### src/rtl/regs_wb_arbiter_pkg.sv
// Shared types for the register-file writeback arbiter.
//   arb_state_t : arbitration FSM state (NORMAL / FORCE_B)
//   wb_req_t    : one writeback request, destination register + value
//   WB_W        : packed width of wb_req_t
//   addr_onehot : register-number to busy-bit decode; x0 never maps to a bit
package regs_wb_arbiter_pkg;

    typedef enum logic {
        ST_NORMAL  = 1'b0,
        ST_FORCE_B = 1'b1
    } arb_state_t;

    typedef struct packed {
        logic [4:0]  addr;
        logic [31:0] data;
    } wb_req_t;

    localparam int WB_W = $bits(wb_req_t);

    function automatic logic [31:0] addr_onehot(input logic [4:0] addr);
        logic [31:0] m;
        m    = 32'h1 << addr;
        m[0] = 1'b0;
        return m;
    endfunction

endpackage

### src/rtl/regs_wb_fifo.sv
// In-order buffer for long-latency writebacks.
//   clk, rst    : clock, asynchronous active-high reset (empties the buffer)
//   push_valid  : push request; taken when the buffer is not full
//   push_req    : {addr, data} to push
//   pop         : pop strobe for the head entry (ignored when empty)
//   head        : oldest entry, combinational read
//   empty, full : occupancy flags
//   addr_mask   : OR of one-hot(addr) over every occupied entry
module regs_wb_fifo
    import regs_wb_arbiter_pkg::*;
#(
    parameter int DEPTH = 2
) (
    input  logic            clk,
    input  logic            rst,
    input  logic            push_valid,
    input  logic [WB_W-1:0] push_req,
    input  logic            pop,
    output logic [WB_W-1:0] head,
    output logic            empty,
    output logic            full,
    output logic [31:0]     addr_mask
);

    localparam int AW = $clog2(DEPTH);

    logic [WB_W-1:0] mem [DEPTH];
    // One extra pointer bit separates "full" from "empty" when indices match.
    logic [AW:0]     wr_ptr_reg;
    logic [AW:0]     rd_ptr_reg;
    logic [AW:0]     count;
    logic            push_fire;
    logic            pop_fire;
    logic [31:0]     entry_mask [DEPTH];

    assign count     = wr_ptr_reg - rd_ptr_reg;
    assign empty     = (wr_ptr_reg == rd_ptr_reg);
    assign full      = (wr_ptr_reg[AW] != rd_ptr_reg[AW]) &&
                       (wr_ptr_reg[AW-1:0] == rd_ptr_reg[AW-1:0]);
    assign push_fire = push_valid && !full;
    assign pop_fire  = pop && !empty;
    assign head      = mem[rd_ptr_reg[AW-1:0]];

    always_ff @(posedge clk or posedge rst) begin
        if (rst) begin
            wr_ptr_reg <= '0;
            rd_ptr_reg <= '0;
        end else begin
            if (push_fire) wr_ptr_reg <= wr_ptr_reg + 1'b1;
            if (pop_fire)  rd_ptr_reg <= rd_ptr_reg + 1'b1;
        end
    end

    always_ff @(posedge clk) begin
        if (push_fire) mem[wr_ptr_reg[AW-1:0]] <= push_req;
    end

    // An entry is live when its distance from the read index (mod DEPTH)
    // is below the occupancy count.
    generate
        for (genvar gi = 0; gi < DEPTH; gi++) begin : g_entry
            logic [AW-1:0] rel;
            assign rel            = AW'(gi) - rd_ptr_reg[AW-1:0];
            assign entry_mask[gi] = ({1'b0, rel} < count) ?
                                    addr_onehot(mem[gi][WB_W-1 -: 5]) : 32'h0;
        end
    endgenerate

    always_comb begin
        addr_mask = 32'h0;
        for (int i = 0; i < DEPTH; i++) addr_mask = addr_mask | entry_mask[i];
    end

endmodule

### src/rtl/regs_wb_arbiter.sv
// Two-port writeback arbiter in front of a single register-file write port.
// Port A (pipeline) wins by default; port B (long-latency unit) is buffered
// and forced through after STARVE_LIMIT consecutive losses.
//   clk, rst                  : clock, asynchronous active-high reset
//   a_valid/a_ready/a_addr/a_data : pipeline writeback handshake
//   b_valid/b_ready/b_addr/b_data : long-latency writeback handshake
//   w_regs_en/addr/data       : registered register-file write port
//   busy_mask                 : registers with a B write still in flight
module regs_wb_arbiter
    import regs_wb_arbiter_pkg::*;
#(
    parameter int STARVE_LIMIT = 4,
    parameter int B_DEPTH      = 2
) (
    input  logic        clk,
    input  logic        rst,
    input  logic        a_valid,
    output logic        a_ready,
    input  logic [4:0]  a_addr,
    input  logic [31:0] a_data,
    input  logic        b_valid,
    output logic        b_ready,
    input  logic [4:0]  b_addr,
    input  logic [31:0] b_data,
    output logic        w_regs_en,
    output logic [4:0]  w_regs_addr,
    output logic [31:0] w_regs_data,
    output logic [31:0] busy_mask
);

    localparam int CW = 4;
    localparam logic [CW-1:0] LIMIT = CW'(STARVE_LIMIT);

    arb_state_t      state_reg;
    arb_state_t      state_next;
    logic [CW-1:0]   starve_cnt_reg;
    logic [CW-1:0]   starve_cnt_next;
    logic            grant_a;
    logic            grant_b;
    wb_req_t         head_req;
    wb_req_t         grant_req;
    logic [WB_W-1:0] head_bits;
    logic            fifo_empty;
    logic            fifo_full;
    logic [31:0]     fifo_mask;
    logic            w_regs_en_reg;
    logic [4:0]      w_regs_addr_reg;
    logic [31:0]     w_regs_data_reg;
    logic            out_b_reg;

    regs_wb_fifo #(
        .DEPTH (B_DEPTH)
    ) u_fifo (
        .clk        (clk),
        .rst        (rst),
        .push_valid (b_valid),
        .push_req   ({b_addr, b_data}),
        .pop        (grant_b),
        .head       (head_bits),
        .empty      (fifo_empty),
        .full       (fifo_full),
        .addr_mask  (fifo_mask)
    );

    assign head_req = head_bits;
    assign b_ready  = !rst && !fifo_full;

    // FSM state register
    always_ff @(posedge clk or posedge rst) begin
        if (rst) state_reg <= ST_NORMAL;
        else     state_reg <= state_next;
    end

    // FSM next state: enter FORCE_B on the same edge the loss count hits the
    // limit, so B is granted right after the LIMIT-th lost cycle.
    always_comb begin
        state_next = state_reg;
        case (state_reg)
            ST_NORMAL:  if (starve_cnt_next == LIMIT) state_next = ST_FORCE_B;
            ST_FORCE_B: state_next = ST_NORMAL;
            default:    state_next = ST_NORMAL;
        endcase
    end

    // FSM outputs: grants and A-side ready
    always_comb begin
        a_ready = 1'b0;
        grant_a = 1'b0;
        grant_b = 1'b0;
        case (state_reg)
            ST_NORMAL: begin
                a_ready = !rst;
                grant_a = a_valid;
                grant_b = !a_valid && !fifo_empty;
            end
            ST_FORCE_B: grant_b = !fifo_empty;
            default: ;
        endcase
    end

    // Consecutive cycles the B head has been passed over in favour of A.
    always_comb begin
        starve_cnt_next = starve_cnt_reg;
        if (grant_b || fifo_empty)
            starve_cnt_next = '0;
        else if (grant_a && starve_cnt_reg < LIMIT)
            starve_cnt_next = starve_cnt_reg + 1'b1;
    end

    always_ff @(posedge clk or posedge rst) begin
        if (rst) starve_cnt_reg <= '0;
        else     starve_cnt_reg <= starve_cnt_next;
    end

    assign grant_req = grant_a ? wb_req_t'({a_addr, a_data}) : head_req;

    // Registered write port; x0 requests are consumed but never write.
    always_ff @(posedge clk or posedge rst) begin
        if (rst) begin
            w_regs_en_reg   <= 1'b0;
            w_regs_addr_reg <= '0;
            w_regs_data_reg <= '0;
            out_b_reg       <= 1'b0;
        end else begin
            w_regs_en_reg <= (grant_a || grant_b) && (grant_req.addr != 5'd0);
            out_b_reg     <= grant_b;
            if (grant_a || grant_b) begin
                w_regs_addr_reg <= grant_req.addr;
                w_regs_data_reg <= grant_req.data;
            end
        end
    end

    assign w_regs_en   = w_regs_en_reg;
    assign w_regs_addr = w_regs_addr_reg;
    assign w_regs_data = w_regs_data_reg;
    assign busy_mask   = fifo_mask | (out_b_reg ? addr_onehot(w_regs_addr_reg) : 32'h0);

endmodule

### config.mk
export PLATFORM = sky130hd
export DESIGN_NAME = regs_wb_arbiter
export DESIGN_NICKNAME = d
export VERILOG_FILES = /design/src/rtl/regs_wb_arbiter_pkg.sv /design/src/rtl/regs_wb_fifo.sv /design/src/rtl/regs_wb_arbiter.sv
export SDC_FILE = /design/constraint.sdc
export NUM_CORES = 1
export LEC_CHECK = 0
export ABC_AREA = 1
export CAP_MARGIN = 10
export CORE_AREA = 4 4 113 115
export DETAILED_ROUTE_END_ITERATION = 10
export DIE_AREA = 0 0 117 119
export GPL_ROUTABILITY_DRIVEN = 0
export PLACE_DENSITY = 0.9
export SLEW_MARGIN = 10
export SYNTH_ARGS = -nofsm -noshare
export SYNTH_HDL_FRONTEND = slang
export SYNTH_HIERARCHICAL = 1
export SYNTH_SLANG_ARGS = --single-unit
### constraint.sdc
create_clock -name clk -period 4.7 [get_ports clk]
set_input_delay 1.41 -clock clk [delete_from_list [all_inputs] [get_ports clk]]
set_output_delay 1.41 -clock clk [all_outputs]
set_load 0.02 [all_outputs]
==> results of run 1 <==
==> routing by layer <==
| layer | GRT usage [%] | part of all wire, % | up-vias |
|---|---|---|---|
| met5 | 0 | 0 | - |
| met4 | 7.46 | 1.1 | 0 |
| met3 | 6.76 | 8.2 | 14 |
| met2 | 40.5 | 50 | 232 |
| met1 | 28.9 | 40 | 2563 |
| li1 | - | - | 2742 |
==> cell usage in the layout, fill, tap and decap left out <==
cell / netlist / layout
clkinv_2: 0 / 2
nand2_1: 330 / 330
inv_8: 0 / 1
xnor2_1: 2 / 2
clkdlybuf4s50_1: 0 / 148
ha_1: 4 / 4
nor2_1: 65 / 64
clkinv_1: 8 / 8
conb_1: 1 / 1
clkinvlp_4: 0 / 5
or2_2: 1 / 1
nor2_4: 0 / 1
nand2_4: 1 / 1
clkinv_4: 0 / 4
buf_4: 6 / 6
o21ai_0: 12 / 12
a21oi_1: 1 / 1
inv_2: 5 / 6
nor3_1: 10 / 10
edfxtp_1: 74 / 74
a31oi_1: 1 / 1
nand4_1: 34 / 34
clkbuf_16: 0 / 17
inv_6: 0 / 3
o21bai_1: 31 / 31
nand3_2: 3 / 3
nand2_2: 2 / 2
dfrtp_1: 48 / 48
nand3_1: 57 / 57
inv_1: 26 / 25
==> path summary, 6_finish.rpt <==
kind	startpoint	to	slack (ns)	cells past startpoint
min reg2reg	w_regs_data[26]	w_regs_data[26]	0.49	2
max in group asynchronous	rst	w_regs_data[23]	2.37	2
min in group asynchronous	rst	u_fifo/rd_ptr_reg[0]	1.37	2
min	w_regs_data[26]	w_regs_data[26]	0.49	2
max reg2reg	u_fifo/wr_ptr_reg[0]	u_fifo/mem[1][36]	2.20	6
max	u_fifo/wr_ptr_reg[0]	busy_mask[23]	0.36	9
==> tightest hold or removal path: cells and delay by family, from the launching register on <==
family / cells / cell delay, ns
DFF: 1 / 0.35
and+or+nand+nor: 2 / 0.11
==> power breakdown <==
group / internal (mW) / leakage (nW) / switching [mW]
Combinational: 0.791 / 2.04 / 1.42
Clock: 0.681 / 0.254 / 0.488
Sequential: 1.54 / 1.28 / 0.271
==> cell families (layout without fill, tap and decap cells) <==
| group | count (synthesis) | after routing |
|---|---|---|
| AOI/OAI and AO/OA | 45 | 45 |
| xor gates and xnor gates | 2 | 2 |
| adders and majority gates | 4 | 4 |
| buffers and inverters | 82 | 225 |
| DFF | 122 | 122 |
| other | 1 | 1 |
| and+or+nand+nor | 503 | 503 |
==> per-stage QoR <==
stage	total power, mW	std cells	util [%]
2_1_floorplan	3.24	759	-
4_1_cts	5.23	1049	70.3
5_1_grt	5.53	1049	70.3
3_3_place_gp	3.96	1017	65.6
6_report	5.19	1049	70.3
3_5_place_dp	4.02	1017	65.6
==> area by class of cell <==
type / instances / area share (%)
flip-flops and latches: 122 / 41.2
multi-input cells: 555 / 29.8
repair buffers: 154 / 18.4
clock buffers: 17 / 5.13
well taps: 147 / 2.22
inverters: 39 / 1.76
clock inverters: 15 / 1.45
==> flow_metrics.tcl, run 1 <==
set metrics [dict create \
    drt-pass1-iter-count 5 \
    core_area_um2 11800 \
    hold_class "reg -> reg" \
    area_growth_pct 32.3 \
    routedWlPerCell_um 15.1 \
    num_vias 5551 \
    synthTopCellsByArea "edfxtp_1, nand2_1, dfrtp_1" \
    final_hold_viol_count 0 \
    tightestPinTransition_ns 0.988 \
    synth.most_common_cell "nand2_1" \
    multi_input_area_um2 2470 \
    yosysWarnings 6 \
    avgSynthCellArea_um2 8.27 \
    critical_path.max_stage_delay_ns 0.56 \
    power_density_nw_per_um2 625 \
    post_cts_resize_count 0 \
    synth_area_leader_cell "edfxtp_1" \
    antenna_found_initial 0 \
    drt_wl_total_mm 15.9 \
    clock-sinks 122 \
    yosysUniqueCellTypes 26 \
    startpoint_type "flip-flop" \
    synthMuxAreaShare_pct 0 \
    syn-cell-area_um2 6270 \
    num_rows 40 \
    slew-limit-headroom_pct 34.0 \
    cts-root-buf "clkbuf_16" \
    leakagePower_nw 3.57 \
    cts_buffers 17 \
    worst_path_dominant_cell_family "simple AND/OR/NAND/NOR gates" \
    drtIter0Drc 398 \
    start_util_pct 53.1 \
    place_area_um2 7750 \
    vias_per_cell 5.29 \
    synth_top_family_by_area "simple AND/OR/NAND/NOR gates" \
    drv_slew 0 \
    synthXorXnorAreaFrac_pct 0.279 \
    maxCapViolations 0 \
    required_ns 3.29 \
    grt_pass1_wl_mm 26.1 \
    cp_max_fo 31 \
    drive_gt1_share_pct 5.76 \
    num_antenna_cells 0 \
    synth_edf_count 74 \
    postRouteAntennaNets 0 \
    cts_tree "yes" \
    final_cell_area_um2 8300 \
    drc 0 \
    die_x_um 117 \
    grt_remaining_overflow 0 \
    synth_commonest_cells "nand2_1, edfxtp_1, nor2_1" \
    ios 150 \
    rsz0062_at_grt "no" \
    dp_hpwl_mm 11.0 \
    regArea_um2 3420 \
    grt_pass1_vias 5412 \
    tns_ns 0 \
    async_flop_share_pct 39.3 \
    final_nets 971 \
    status "finished, final reports clean" \
    largest_reg_flops 74 \
    synth-compound-area-share_pct 4.85 \
    htreeDepth 4 \
    end_kind "primary output" \
    fin_skew_ns 0.00848 \
    nFillCells 882 \
    netlist_instances 759 \
    setup_violations 0 \
    timing.fmax_ghz 0.230 \
    crit_chain "inv_1, ha_1, inv_1, nand3_1, nand3_2, nand2_1, nand2_1, o21bai_1, clkdlybuf4s50_1" \
    ys_ff_latch 122 \
    yosys_most_used_dff "edfxtp_1" \
    synthAdderAreaFrac_pct 0.798 \
    setup.worst_path.class "reg -> out" \
    min_period_ns 4.34 \
    die_area_um2 13900 \
    clk_latency_ns 0.41 \
    arrival_ns 2.93 \
    cts_hold_buf 0 \
    clk_pin_slew_ns 0.06 \
    yosys.area_share.simple_pct 33.3 \
    synth.top_cell.area_share_pct 35.4 \
    fin_crit_sh_pct 92.3 \
    clk_path_buf_depth 2 \
    path_buf_inv 3 \
    grt_max_degree 45 \
    synth-seq-area-share_pct 54.6 \
    grt_use_total_pct 23.7 \
    cts_setup_buffers 0 \
    finalWorstSetupSlack_ns 0.361 \
    io_buffers 148 \
    holdWs_ns 0.490 \
    slowest_stage "clkdlybuf4s50_1" \
    die_y_um 119 \
    peakVddDrop_mv 0.409 \
    syn-num-nets 841 \
    place_ws_ns 0.591 \
]
No activity file was read; power rests on OpenSTA's default activity.
==> inputs of run 2 (changes only) <==
Settings changed: CTS_CLUSTER_DIAMETER set to 80, GPL_ROUTABILITY_DRIVEN 0 to 1.
==> flow_metrics.tcl, run 2 (synthesis results as in run 1) <==
set metrics [dict create \
    power_density_nw_per_um2 638 \
    layout_commonest_cell "nand2_1" \
    timing.fmax_ghz 0.232 \
    dp_hpwl_mm 11.1 \
    setup_violations 0 \
    worst_path_dominant_cell_family "simple AND/OR/NAND/NOR gates" \
    cts_setup_buffers 0 \
    die_x_um 117 \
    grt_pass1_vias 5438 \
    die_area_um2 13900 \
    fin_skew_ns 0.00887 \
    grt_pass1_wl_mm 26.5 \
    num_rows 40 \
    worstReg2RegEnd "u_fifo/mem[1][31]" \
    place.gp.congestion 0.917 \
    cts-root-buf "clkbuf_16" \
    htreeDepth 4 \
    drive_gt1_share_pct 5.76 \
    slew-limit-headroom_pct 32.0 \
    cp_max_fo 31 \
    hp-start "w_regs_data[26]" \
    final_hold_viol_count 0 \
    fin_crit_sh_pct 91.9 \
    status "finished, final reports clean" \
    ios 150 \
    slowest_stage "clkdlybuf4s50_1" \
    postRouteAntennaNets 0 \
    start_util_pct 53.1 \
    crit_chain "inv_1, ha_1, inv_1, nand3_1, nand3_2, nand2_1, nand2_1, o21bai_1, clkdlybuf4s50_1" \
    clock-sinks 122 \
    r2r_start "u_fifo/wr_ptr_reg[0]" \
    maxCapViolations 0 \
    min_period_ns 4.32 \
    cts_tree "yes" \
    drt-pass1-iter-count 5 \
    post_cts_resize_count 0 \
    end_kind "primary output" \
    drtIter0Drc 432 \
    die_y_um 119 \
    leakagePower_nw 3.59 \
    peakVddDrop_mv 0.519 \
    antenna_found_initial 0 \
    io_buffers 148 \
    hold_end "w_regs_data[26]" \
    area_growth_pct 33.0 \
    routedWlPerCell_um 15.7 \
    r2r_slack_ns 2.36 \
    tightestPinTransition_ns 1.02 \
    num_antenna_cells 0 \
    final_nets 971 \
    path_buf_inv 3 \
    critical_path.max_stage_delay_ns 0.54 \
    whs_path_depth 2 \
    startpoint_type "flip-flop" \
    clk_path_buf_depth 2 \
    final_util_pct 70.7 \
    drv_slew 0 \
    rsz0062_at_grt "no" \
    cts_buffers 17 \
    tns_ns 0 \
    vias_per_cell 5.31 \
    reg2reg_depth 6 \
    clk_pin_slew_ns 0.06 \
    core_area_um2 11800 \
    grt_max_degree 45 \
    cts_hold_buf 0 \
    nFillCells 920 \
    layout_common_cells "nand2_1, clkdlybuf4s50_1, edfxtp_1" \
    drc 0 \
    grt_remaining_overflow 0 \
    arrival_ns 2.91 \
    largest_reg_flops 74 \
    hold_class "reg -> reg" \
    num_vias 5565 \
    setup.worst_path.class "reg -> out" \
    grt_use_total_pct 24.3 \
    clk_latency_ns 0.41 \
    required_ns 3.29 \
    drt_wl_total_mm 16.5 \
]
[run 2: worst max path at each step]
| stage | startpoint | end | slack [ns] | cells past startpoint |
|---|---|---|---|---|
| floorplan | b_valid | u_fifo/mem[1][0] | 1.21 | 2 |
| global placement | rst | a_ready | 0.59 | 3 |
| detailed placement | rst | a_ready | 0.59 | 3 |
| CTS | u_fifo/wr_ptr_reg[0] | busy_mask[5] | 0.39 | 9 |
| global route | u_fifo/wr_ptr_reg[0] | busy_mask[11] | 0.13 | 9 |
| finish | u_fifo/wr_ptr_reg[0] | busy_mask[5] | 0.38 | 9 |
[run 2: layout make-up]
class                           instances  area, um^2  share of cell area (%)
Clock buffer                           17         425                    5.10
Clock inverter                         15         168                    2.01
Inverter                               39         146                    1.75
Multi-Input combinational cell        555        2470                    29.6
Sequential cell                       122        3420                    41.0
Tap cell                              147         184                    2.20
Timing Repair Buffer                  154        1530                    18.3
[run 2: worst register-to-register path, stage by stage, from the launching register on]
cell and delay, ns:
dfrtp_1 0.41, inv_1 0.14, ha_1 0.33, nand2_1 0.13, nand2_1 0.14, nor2_4 0.45
buf_4 0.41
[run 2: through the flow]
stage               instance area, um^2  setup WS (ns)  std cells  power (mW)  hold WS (ns)
floorplan                          6270           1.21        759        3.24         0.498
global placement                   7750          0.588       1017        3.97         0.462
detailed placement                 7750          0.595       1017        4.03         0.482
CTS                                8350          0.387       1049        5.35         0.496
global route                       8350          0.134       1049        5.67         0.522
finish                             8350          0.382       1049        5.33         0.490
[run 2: where the power goes]
group	switching (mW)	internal (mW)	total, mW
clock	0.499	0.790	1.29
combinational	1.45	0.790	2.24
sequential	0.265	1.54	1.80
[run 2: routing by layer]
| layer | track usage, % | up-vias | part of all wire [%] |
|---|---|---|---|
| li1 | - | 2743 | - |
| met1 | 30.2 | 2551 | 42 |
| met5 | 0 | - | 0 |
| met3 | 6.91 | 26 | 7.8 |
| met4 | 7.89 | 0 | 2.0 |
| met2 | 40.6 | 245 | 49 |
==> inputs of run 3 (changes only) <==
Settings changed: CTS_CLUSTER_SIZE set to 14.
==> results of run 3 <==
Same layout as run 2: the final DEF is identical, and so are final timing and power.
==> patch 1, RTL diff (flow settings as in run 2) <==
Change the localparam `CW` from 4 to 6.
--- a/src/rtl/regs_wb_arbiter.sv
+++ b/src/rtl/regs_wb_arbiter.sv
@@ -29,5 +29,5 @@
 );
 
-    localparam int CW = 4;
+    localparam int CW = 6;
     localparam logic [CW-1:0] LIMIT = CW'(STARVE_LIMIT);
 
Function: same outputs for any inputs over 4 cycles, from zero or initial values and one cycle with rst high; that may be too few to reach the edited logic, so the function may still have changed.
==> patch 1 against run 2 <==
Synthesized cell count grew 2.0%; synthesized area grew 4.3%; via count grew 3.3%; largest cell class unchanged; worst setup slack lost 0.0082 ns; sequential cell count grew 2; critical endpoint is now busy_mask[22]; wire length grew 1.5%; total power grew 0.90%; final cell count grew 1.3%; design area grew 2.3%; count of clock-buffer cells in the layout is the same; clock skew shrank 0.0048 ns; core utilization grew 1.6 points.
==> patch 1: results (changes against run 2) <==
metric,value,unit,change
antenna_found_initial,0,,unchanged
grt_util_all_layers,0.248,,+0.00470
outcome,"finished, final reports clean",,
antenna_cells,0,,unchanged
ant_nets,0,,unchanged
grt_pass1_vias,5523,,+1.6%
fillers,875,,-4.9%
synthTopCellsByArea,"edfxtp_1 34%, dfrtp_1 19%, nand2_1 18%",,
largest_reg_flops,74,,unchanged
drt-total-wl,16.8,mm,+1.5%
clockBufferDepth,2,,unchanged
dp.cells,1031,,+1.4%
leakagePower,0.00371,µW,+3.3%
ys_seq_area_frac,0.531,,-0.0150
grt_pass1_wl,26.8,mm,+1.2%
synth_nets,856,,+1.8%
place.gp.congestion,0.905,,-1.2%
worst_slew_pin_slew,1.05,ns,+0.0354 ns
dp_hpwl,11.4,mm,+3.1%
post_synth.cell_area_avg,8.46,µm²,+2.3%
r2r_start,u_fifo/wr_ptr_reg[0],,
yosys-top-cells-count,"318 x nand2_1, 74 x edfxtp_1, 63 x nor2_1, 50 x dfrtp_1, 43 x inv_1",,
routedWlPerCell,15.8,µm,+0.12%
layout-drive-gt1-share,0.0819,,+0.0242
cts_buffers,17,,unchanged
grt_max_degree,47,,+4.4%
insertion_delay,0.41,ns,about the same
path_max_fanout,31,,unchanged
ctsResizeCount,0,,unchanged
clock_skew,0.00408,ns,-0.00479 ns
post_cts_buffers,0,,unchanged
clk_pin_slew,0.06,ns,about the same
hp-class,reg -> reg,,
async_flop_share,0.403,,+0.00978
drtIter0Drc,622,,+44%
dr.pass1.iters,7,,+2
drv_slew,0,,unchanged
fin_nets,985,,+1.4%
cts_max_level,4,,unchanged
root_buffer,clkbuf_16,,
yosysWarnings,6,,unchanged
ir_drop,0.376,mV,-27%
startpoint,u_fifo/wr_ptr_reg[0],,
synth_edf_count,74,,unchanged
pre_cts_ws,0.701,ns,+0.106 ns
routed_via_density,5.41,,+1.9%
critPathArrivalTime,2.92,ns,about the same
port_buffers,148,,unchanged
synth_top_flop_cell,edfxtp_1,,
synth.distinct_cells,32,,+23%
post_dp_cell_area,7970,µm²,+2.8%
min_from,w_regs_data[30],,
==> patch 1: cell types whose count changed after synthesis, moves of 3 or more <==
cell and delta:
nand3_1 -21, inv_1 +17, nand3_2 +14, nand2_1 -12, nand2_2 +9, nor3_1 +7, buf_2 -5, buf_6 +4
clkinv_1 -3, nand4_1 -3, o21ai_0 +3
==> patch 1: final cells by class <==
| type | instances | area, µm² | share of cell area |
|---|---|---|---|
| clock inverter | 15 | 146 | 0.0171 |
| timing repair buffer | 154 | 1530 | 0.179 |
| inverter | 53 | 206 | 0.0242 |
| sequential | 124 | 3470 | 0.407 |
| tap | 147 | 184 | 0.0215 |
| multi-input combinational | 553 | 2580 | 0.302 |
| clock buffer | 17 | 425 | 0.0498 |
==> patch 1: logic make-up after synthesis <==
| family | after synthesis | share of synthesized area |
|---|---|---|
| and+or+nand+nor | 497 | 0.330 |
| DFF | 124 | 0.531 |
| buffers and inverters | 97 | 0.0776 |
| AOI/OAI and AO/OA | 49 | 0.0505 |
| adders and majority gates | 4 | 0.00765 |
| xor gates and xnor gates | 2 | 0.00268 |
| other | 1 | 0.000573 |
==> patch 1: worst paths after layout <==
path                            cells past startpoint  slack, ns              endpoint
worst min-delay path                                2       0.50       w_regs_data[30]
min in group asynchronous                           2       1.29  u_fifo/wr_ptr_reg[1]
worst min register to register                      2       0.50       w_regs_data[30]
worst max-delay path                                9       0.37         busy_mask[22]
max in group asynchronous                           2       2.39        w_regs_data[2]
worst max register to register                      6       2.43     u_fifo/mem[0][27]
==> patch 1: where the power goes <==
part           switching, µW  leakage, µW  internal [µW]
registers                277      0.00130           1560
logic                   1470      0.00214            812
clock network            487     0.000267            777
==> patch 1: worst max-delay path: stages, from the launching register on <==
cell and delay, ns:
dfrtp_1 0.42, inv_1 0.19, ha_1 0.21, inv_1 0.05, nand3_1 0.12, nand3_2 0.48
nand2_1 0.23, nand2_1 0.07, o21bai_1 0.17, clkdlybuf4s50_1 0.56
==> patch 1: stage by stage <==
| step | total power, µW | hold slack (ns) | utilization |
|---|---|---|---|
| 3_5_place_dp | 4110 | 0.479 | 0.675 |
| 4_1_cts | 5390 | 0.496 | 0.723 |
| 3_3_place_gp | 4040 | 0.463 | 0.675 |
| 5_1_grt | 5700 | 0.516 | 0.723 |
| 2_1_floorplan | 3370 | 0.485 | - |
| 6_report | 5380 | 0.497 | 0.723 |
==> patch 1: per-layer routing <==
metal	routed length (µm)	GRT usage	vias up
met4	221	0.0695	0
met3	1610	0.0767	23
met1	6500	0.307	2665
li1	-	-	2778
met2	8430	0.416	282
met5	0	0	-
==> patch 2, RTL diff (config.mk and constraints of run 2) <==
Without the edit above. Make the reset (`rst`) synchronous in 4 clocked blocks. Comments in the files are not updated.
--- a/src/rtl/regs_wb_fifo.sv
+++ b/src/rtl/regs_wb_fifo.sv
@@ -42,5 +42,5 @@
     assign head      = mem[rd_ptr_reg[AW-1:0]];
 
-    always_ff @(posedge clk or posedge rst) begin
+    always_ff @(posedge clk) begin
         if (rst) begin
             wr_ptr_reg <= '0;
--- a/src/rtl/regs_wb_arbiter.sv
+++ b/src/rtl/regs_wb_arbiter.sv
@@ -67,5 +67,5 @@
 
     // FSM state register
-    always_ff @(posedge clk or posedge rst) begin
+    always_ff @(posedge clk) begin
         if (rst) state_reg <= ST_NORMAL;
         else     state_reg <= state_next;
@@ -108,5 +108,5 @@
     end
 
-    always_ff @(posedge clk or posedge rst) begin
+    always_ff @(posedge clk) begin
         if (rst) starve_cnt_reg <= '0;
         else     starve_cnt_reg <= starve_cnt_next;
@@ -116,5 +116,5 @@
 
     // Registered write port; x0 requests are consumed but never write.
-    always_ff @(posedge clk or posedge rst) begin
+    always_ff @(posedge clk) begin
         if (rst) begin
             w_regs_en_reg   <= 1'b0;
Check against the original RTL: differs if rst is asserted again (counterexample within 4 cycles, from zero or initial values and one cycle with rst high); with rst held inactive, the same outputs for 4 cycles.
==> patch 2 against run 2 <==
Register-to-register slack got worse by 0.06 ns; design area rose by 2.3%; worst hold slack got worse by 0.012 ns; synthesized area rose by 3.7%; wire length fell by 1.5%; highest routed layer unchanged; worst setup slack improved by 0.11 ns; sequential cell count rose by 1.
Power is not compared: it rests on default switching activity, and its combinational part moved more than twofold at a synthesized area within 25%.
==> patch 2: results (changes against run 2) <==
metric,value,unit,change
outcome,"finished, final reports clean",,
drtIter0Drc,466,,+7.9%
ctsResizeCount,0,,unchanged
synth_top_flop_cell,edfxtp_1,,
clock_skew,0.00912,ns,+0.000245 ns
cpPeakStageDelay,0.59,ns,+0.05 ns
synth_edf_count,74,,unchanged
routedWlPerCell,15.2,µm,-3.4%
path_max_fanout,9,,-71%
grt_util_all_layers,0.237,,-0.00598
grt_pass1_wl,26.0,mm,-2.0%
grt_max_degree,43,,-4.4%
post_dp_cell_area,7950,µm²,+2.6%
cts_buffers,17,,unchanged
cp_slowest_cell,clkdlybuf4s50_1,,
synthCells,781,,+2.9%
yosys-top-cells-count,"238 x nand2_1, 74 x edfxtp_1, 72 x nor2_1, 70 x inv_1, 49 x dfxtp_1",,
async_flop_share,0,,-0.393
largest_reg_flops,74,,unchanged
clk_pin_slew,0.05,ns,
drt-total-wl,16.3,mm,-1.5%
critPathArrivalTime,2.80,ns,-0.11 ns
dp.cells,1038,,+2.1%
place.gp.congestion,0.928,,+1.2%
antenna_cells,0,,unchanged
synthTopCellsByArea,"edfxtp_1 34%, dfxtp_1 15%, nand2_1 14%",,
use_met1,0.289,,-0.0132
ir_drop,0.267,mV,
layout-drive-gt1-share,0.121,,+0.0638
cts_max_level,4,,unchanged
synth.distinct_cells,30,,+15%
grt_pass1_vias,5511,,+1.3%
grt_util_met2,0.392,,-0.0135
final_cell_area,8540,µm²,+2.3%
pre_cts_ws,0.483,ns,-0.112 ns
use_met3,0.0706,,+0.00152
ys_seq_area_frac,0.492,,-0.0534
clockBufferDepth,2,,unchanged
routed_via_density,5.36,,+0.99%
drv_slew,0,,unchanged
worst_slew_pin_slew,0.953,ns,-0.0659 ns
root_buffer,clkbuf_16,,
fin_nets,992,,+2.2%
dr.pass1.iters,6,,+1
fillers,879,,-4.5%
synth_nets,863,,+2.6%
dp_hpwl,11.2,mm,+1.0%
yosysWarnings,6,,unchanged
cpLargestDelayFamily,buffers and inverters,,
-- patch 2: changes by cell type in the layout (fill, tap and decap cells not counted), sizes merged, moves of 32 or more --
cell	run 2	this run
mux2	0	32
dfxtp	0	49
nand2	333	270
dfrtp	48	0
inv	35	74
-- patch 2: power by group through the flow --
stage | Sequential (µW) | Clock [µW] | Combinational, µW
after detailed placement | 1320 | 0 | 550
after floorplan | 1320 | 0 | 344
after CTS | 1300 | 1290 | 556
after global placement | 1310 | 0 | 539
after global routing | 1310 | 1340 | 605
final | 1300 | 1280 | 556
-- patch 2: final timing paths --
| kind | slack (ns) | cells after the start | from | to |
|---|---|---|---|---|
| hold / removal | 0.48 | 2 | starve_cnt_reg[3] | starve_cnt_reg[3] |
| hold reg to reg | 0.48 | 2 | starve_cnt_reg[3] | starve_cnt_reg[3] |
| setup reg to reg | 2.30 | 6 | u_fifo/wr_ptr_reg[0] | u_fifo/mem[0][20] |
| setup / recovery | 0.49 | 5 | rst | a_ready |
-- patch 2: routing by layer --
| layer | wire length [µm] | vias up |
|---|---|---|
| li1 | - | 2805 |
| met1 | 6750 | 2615 |
| met2 | 7750 | 279 |
| met3 | 1400 | 28 |
| met4 | 356 | 0 |
| met5 | 0 | - |
-- patch 2: final cells by class --
| type | count | area share |
|---|---|---|
| clock buffers | 18 | 0.0503 |
| clock inverters | 13 | 0.0179 |
| multi-input cells | 534 | 0.319 |
| repair buffers | 156 | 0.181 |
| inverters | 78 | 0.0349 |
| well taps | 147 | 0.0215 |
| flip-flops and latches | 123 | 0.375 |
-- patch 2: cell families after synthesis --
family	count (synthesis)	synth area share
flops	123	0.492
mux	32	0.0554
compound gates	55	0.0554
fa+ha+maj	4	0.00769
buf+inv	124	0.0902
simple gates	442	0.299
other cells	1	0.000576
